[src/rtl/led_blink_arbiter.sv]
// Round-robin arbiter sharing one active-low status LED; requester k is served
// with a burst of k+1 blinks followed by a dark gap, one service at a time.
module led_blink_arbiter #(
    parameter int DIV     = 27000000/2,
    parameter int NUM_REQ = 4
) (
    input  logic               sys_clk,
    input  logic               sys_reset,
    input  logic [NUM_REQ-1:0] req,
    output logic [NUM_REQ-1:0] grant,
    output logic               done,
    output logic               busy,
    output logic               led
);
    localparam int CW = $clog2(DIV);
    localparam int BW = $clog2(NUM_REQ + 1);
    localparam int IW = $clog2(NUM_REQ);
    localparam logic [CW-1:0] CNT_LAST = CW'(DIV - 1);
    localparam logic [CW-1:0] CNT_PRE  = CW'(DIV - 2);

    typedef enum logic [1:0] {IDLE, ON, OFF, GAP} state_t;

    state_t             state_q;
    logic [CW-1:0]      cnt_q;
    logic [BW-1:0]      blink_q;
    logic [IW-1:0]      last_q;
    logic [IW-1:0]      idx_q;
    logic [NUM_REQ-1:0] grant_q;
    logic               done_q;
    logic               busy_q;
    logic               led_q;

    logic [IW-1:0]      win_d;
    logic [IW-1:0]      cand_d;
    logic [BW-1:0]      blink_d;
    logic [BW-1:0]      target_d;
    logic               phase_end;

    // Scan from the highest offset down so the nearest set bit after last_q wins.
    always_comb begin
        win_d  = last_q;
        cand_d = '0;
        for (int i = NUM_REQ; i >= 1; i--) begin
            cand_d = IW'((int'(last_q) + i) % NUM_REQ);
            if (req[cand_d]) begin
                win_d = cand_d;
            end
        end
    end

    assign phase_end = (cnt_q == CNT_LAST);
    assign blink_d   = blink_q + BW'(1);
    assign target_d  = BW'(idx_q) + BW'(1);

    always_ff @(posedge sys_clk) begin
        if (sys_reset) begin
            state_q <= IDLE;
            cnt_q   <= '0;
            blink_q <= '0;
            last_q  <= IW'(NUM_REQ - 1);
            idx_q   <= '0;
            grant_q <= '0;
            done_q  <= 1'b0;
            busy_q  <= 1'b0;
            led_q   <= 1'b1;
        end else begin
            cnt_q  <= (state_q == IDLE || phase_end) ? '0 : cnt_q + CW'(1);
            done_q <= 1'b0;
            unique case (state_q)
                IDLE: begin
                    if (|req) begin
                        state_q <= ON;
                        last_q  <= win_d;
                        idx_q   <= win_d;
                        grant_q <= NUM_REQ'(1) << win_d;
                        busy_q  <= 1'b1;
                        led_q   <= 1'b0;
                        blink_q <= '0;
                    end
                end
                ON: begin
                    if (phase_end) begin
                        state_q <= OFF;
                        led_q   <= 1'b1;
                    end
                end
                OFF: begin
                    if (phase_end) begin
                        blink_q <= blink_d;
                        if (blink_d == target_d) begin
                            state_q <= GAP;
                        end else begin
                            state_q <= ON;
                            led_q   <= 1'b0;
                        end
                    end
                end
                GAP: begin
                    // done is registered, so raise it one cycle ahead of the last gap cycle.
                    if (cnt_q == CNT_PRE) begin
                        done_q <= 1'b1;
                    end
                    if (phase_end) begin
                        state_q <= IDLE;
                        grant_q <= '0;
                        busy_q  <= 1'b0;
                    end
                end
            endcase
        end
    end

    assign grant = grant_q;
    assign done  = done_q;
    assign busy  = busy_q;
    assign led   = led_q;
endmodule

[config.mk]
export PLATFORM = sky130hd
export DESIGN_NAME = led_blink_arbiter
export DESIGN_NICKNAME = d
export VERILOG_FILES = /design/src/rtl/led_blink_arbiter.sv
export SDC_FILE = /design/constraint.sdc
export NUM_CORES = 1
export LEC_CHECK = 0
export CAP_MARGIN = 20
export CELL_PAD_IN_SITES_DETAIL_PLACEMENT = 0
export CELL_PAD_IN_SITES_GLOBAL_PLACEMENT = 1
export CORE_MARGIN = 2
export CORE_UTILIZATION = 35
export CTS_CLUSTER_DIAMETER = 200
export CTS_CLUSTER_SIZE = 14
export DETAILED_ROUTE_END_ITERATION = 10
export DONT_BUFFER_PORTS = 1
export PLACE_DENSITY_LB_ADDON = 0.1
export SYNTH_ARGS = -nofsm -noshare
export SYNTH_HDL_FRONTEND = slang
export SYNTH_SLANG_ARGS = --single-unit
[constraint.sdc]
create_clock -name sys_clk -period 1.9 [get_ports sys_clk]
set_input_delay 0.285 -clock sys_clk [delete_from_list [all_inputs] [get_ports sys_clk]]
set_output_delay 0.285 -clock sys_clk [all_outputs]
set_load 0.01 [all_outputs]
-- Yosys cells after proc, flatten, opt, wreduce, memory -nomap -nowiden
Cells that the tools add are included.
- logic and storage cells: 79
- register bits after elaboration: 40
- $lt $le $gt $ge: 4
- $add $sub $neg: 7
- reduce and logical (&&, ||, !) cells: 13
- equality and inequality tests: 11
- mux-type cells: 33
- bitwise gates (word level): 1
- shift-type cells: 1
- operators with widths (cell ; count):
    $eq 24x24->1 const B ; 2
    $add 24x1->24 const B ; 1
    $mux 2 ; 9
    $lt 2x3->1 const B ; 4
    $mux 1 ; 11
    $bmux 1 s2 ; 4
    $mux 4 ; 2
    $ne 2x2->1 const B ; 4
    $pmux 2 s4 ; 1
    $pmux 4 s2 ; 1
    $mux 3 ; 2
    $pmux 3 s2 ; 1
    $reduce_and 3->1 ; 2
    $reduce_and 5->1 ; 1
    $add 2x1->2 const B ; 2
    $add 2x2->2 const B ; 2
    $eq 2x2->1 const B ; 2
    $reduce_and 4->1 ; 1
    $reduce_bool 2->1 ; 2
    $reduce_or 2->1 ; 2
    $reduce_or 4->1 ; 1
    $shl 1x2->4 const A ; 1
    $add 2x1->3 const B ; 1
    $add 3x1->3 const B ; 1
    10 further kinds ; 10

-- Depth between registers and ports, before layout
- word-level depth: 10
- mapped depth: 8
- mapped depth without buffers: 6

-- Worst setup path before layout
OpenSTA, ideal clock, no wires.
- path type: register to register
- start: register cnt_q[0]
- end: register cnt_q[11]
- path slack: 0.146 ns
- stages on the path, launching flop included: 9
- buffers on the path: 3
- arrival time: 1.689 ns
- path through: dfxtp_1 -> ha_1 -> and3_1 -> clkbuf_1 -> and3_2 -> or3_1 -> buf_4 -> buf_6 -> nor2_1
- longest elaborated chain between the ends: 3
- elaborated cells between the ends (all ways): 4
- those cells by class: add/sub (1); eq/ne (1); reduce/logical (2)
- ends and longest elaborated chain (element ; RTL line ; RTL):
    from (decl) ; 24 ; logic [CW-1:0] cnt_q;
    from (signal assigned) ; 67 ; cnt_q <= (state_q == IDLE || phase_end) ? '0 : cnt_q + CW'(1);
    parallel branches: the longest is 3 deep, another holds $add 24x1->24 ; - ;
Parallel ways; which one is timed is not known.
A chain may end at the register's enable or synchronous reset.

-- Worst setup path in the final report
- start: register cnt_q[13]
- end: register blink_q[2]
- longest elaborated chain between the ends: 3
- ends and longest elaborated chain (element ; RTL line ; RTL):
    $eq 24x24->1 ; 51 ; assign phase_end = (cnt_q == CNT_LAST);
    $ne 2x2->1 (no line) ; - ;
    $reduce_and 3->1 (no line) ; - ;
    to (signal assigned) ; 89 ; blink_q <= blink_d;
    to (decl) ; 25 ; logic [BW-1:0] blink_q;
No other way between the ends.

==> flow_metrics.tcl <==
set metrics [dict create \
    status "complete, no violations" \
    routed_wirelength_um 4050 \
    design.die.area_mm2 0.00602 \
    syn-num-nets 231 \
    crit_chain "nand4_2, nor4_4, buf_4, nand4_1, buf_4, nand3_1, a31oi_1" \
    cts_tree "done" \
    ctsHoldBuffers 0 \
    dpl.cell_count 290 \
    leakage_nw 0.721 \
    multi_input_area_mm2 0.00103 \
    powerDensity_mw_per_mm2 752 \
    synth_edf_count 0 \
    worstMarginPinSlew_ns 0.716 \
    peakVddDrop_v 0.000312 \
    ant_nets 0 \
    arrival_ns 1.91 \
    io_pins 13 \
    min_path_cells 1 \
    finalSetupTns_ns 0 \
    fin_nets 239 \
    worstRegToRegCells 7 \
    cpPeakStageDelay_ns 0.41 \
    clk_latency_ns 0.29 \
    drt_iter0_drc 72 \
    grt_usage_pct 14.5 \
    setup_viol 0 \
    skew_ns 0.00799 \
    min-delay-path-class "input pin to flip-flop" \
    utilization_pct 40.8 \
    die_y_um 77.6 \
    rsz0062_at_grt "no" \
    portBuffers 0 \
    htree_levels 2 \
    slew_headroom_pct 51.9 \
    p_switching_mw 0.412 \
    fin_crit_ns 1.72 \
    grt_start_max_net_pins 24 \
    area_growth_pct 11.3 \
    final_cells 300 \
    vias 1535 \
    dr.pass1.iters 4 \
    synthFlopType "dfxtp_1" \
    cp-end-kind "flip-flop" \
    synth-seq-cells 40 \
    wl_per_cell_um 13.5 \
    maxSlewViolCount 0 \
    syn_area_mm2 0.00190 \
    syn_inst 221 \
    ys_seq_area_share_pct 42.2 \
    drc 0 \
    avgSynthCellArea_um2 8.58 \
    grt_pass1_wl_um 6990 \
    drive_above_1_share_pct 11.7 \
    rows 26 \
    pre_cts_ws_ns 0.113 \
    crit_top_cell "buf_4" \
    avgViaCountPerCell 5.12 \
    crit_required_ns 2.09 \
    setup_ws_ns 0.178 \
    max_freq_ghz 0.581 \
    fillCellCount 533 \
    p_sw_share_pct 25.9 \
    crit_slowest_cell "dfxtp_1" \
    gp_congestion 0.734 \
    crit_fanout 5 \
    async_flop_share_pct 0 \
    worstSetupPathType "flip-flop to flip-flop" \
    cts-root-buf "clkbuf_8" \
    power_frac_comb_pct 7.5 \
    ys_warn_count 0 \
    clk_pin_slew_ns 0.08 \
    power.total_mw 1.59 \
    p_int_mw 1.18 \
    fin_crit_sh_pct 90.6 \
    cts_sinks 40 \
    pwr-share-clk_pct 36.1 \
    dp_hpwl_um 2910 \
    cap_violations 0 \
    antenna_found_initial 0 \
    die_w_um 77.6 \
    cts_buffers 5 \
    num_antenna_cells 0 \
    final-seq-area_um2 803 \
    cts_buffer_depth 2 \
    overflow 0 \
    pwr-share-seq_pct 56.4 \
    ys_types 37 \
    grt_pass1_vias 1450 \
    core-area_mm2 0.00517 \
    start_util_pct 36.7 \
    critPathLaunchType "flip-flop" \
    hold_viol 0 \
]
==> synth_stat cells (2+ instances only) <==
cell type  instances  share of area (%)
a21oi_1           11                2.9
a31oi_1            2               0.66
and3_1             2               0.66
and4_1             4                1.8
buf_6              2                1.2
clkbuf_1           5               0.99
dfxtp_1           40                 42
ha_1               4                2.6
inv_1              4               0.79
nand2_1           15                3.0
nand2b_1           4                1.3
nand3_1           21                5.5
nand3b_1           2               0.79
nand4_1            7                2.3
nand4b_1           4                1.8
nor2_1            37                7.3
nor2b_1            2               0.66
nor3_1             4                1.1
o21ai_0            5                1.3
or2_2              2               0.66
or3_1              4                1.3
xnor2_1           10                4.6
xor2_1            16                7.4
==> per-layer routing <==
metal  up-vias  track usage (%)  part of all wire, %
li1        777                -                    -
met5         -                0                    0
met3         7             4.53                  4.8
met4         0             5.36                  1.5
met2        25             21.6                   43
met1       726             19.8                   50
==> critical path, delay by kind of cell (launching register included) <==
kind / cells / cell delay [ns]
compound gates: 1 / 0.07
flops: 1 / 0.41
simple gates: 4 / 0.75
buf+inv: 2 / 0.38
==> state kept, by name, summed over array words and instances (netlist names) <==
name / count
cnt_q: 24
grant: 4
blink_q: 3
idx_q: 2
last_q: 2
state_q: 2
busy: 1
done: 1
led: 1
==> cell usage in the layout (no fill, tap or decap), drive strengths merged, types with 5 or more instances in the layout <==
cell    count
nand4       8
buf         9
clkbuf      5
nand2      15
dfxtp      40
nand3      21
xor2       16
a21oi      11
xnor2      10
o21ai       5
nor2       37
==> cell type report <==
type	count	area share (%)
clock buffer	5	3.26
tap	70	4.15
inverter	4	0.711
timing repair buffer	9	3.79
sequential	40	38.0
clock inverter	3	1.13
multi-input combinational	169	48.9
==> power by group through the flow <==
stage                     clock network, mW  registers (mW)  logic, mW
after global routing                  0.636           0.901      0.135
after floorplan                           0           0.907     0.0993
final                                 0.574           0.896      0.119
after detailed placement                  0           0.916      0.119
after global placement                    0           0.915      0.116
after CTS                             0.601           0.896      0.120
==> worst paths after layout <==
| check | startpoint | end | slack, ns |
|---|---|---|---|
| max | cnt_q[13] | blink_q[2] | 0.18 |
| min | sys_reset | grant[1] | 0.05 |
| max reg2reg | cnt_q[13] | blink_q[2] | 0.18 |
| min reg2reg | blink_q[1] | blink_q[1] | 0.48 |
==> what timing repair did <==
item | in CTS | in global routing
resized for setup | 0 | 3
setup buffers | 0 | 2
endpoints found under the hold margin | 0 | 0
setup endpoints to repair | 0 | 3
==> stage by stage <==
stage / area [µm²] / hold WS [ns]
floorplan: 1900 / 0.440
global placement: 2000 / 0.357
detailed placement: 2000 / 0.358
CTS: 2090 / 0.0342
global route: 2110 / 0.0222
finish: 2110 / 0.0487
==> logic make-up after synthesis <==
| family | count (synthesis) | share of synthesized area [%] |
|---|---|---|
| AND/OR/NAND/NOR | 116 | 32.7 |
| flip-flops | 40 | 42.2 |
| XOR/XNOR | 26 | 12.0 |
| AO/OA/AOI/OAI | 23 | 7.06 |
| buffers and inverters | 12 | 3.36 |
| adder cells (fa/ha/maj) | 4 | 2.64 |
No activity file was read; power rests on OpenSTA's default activity.
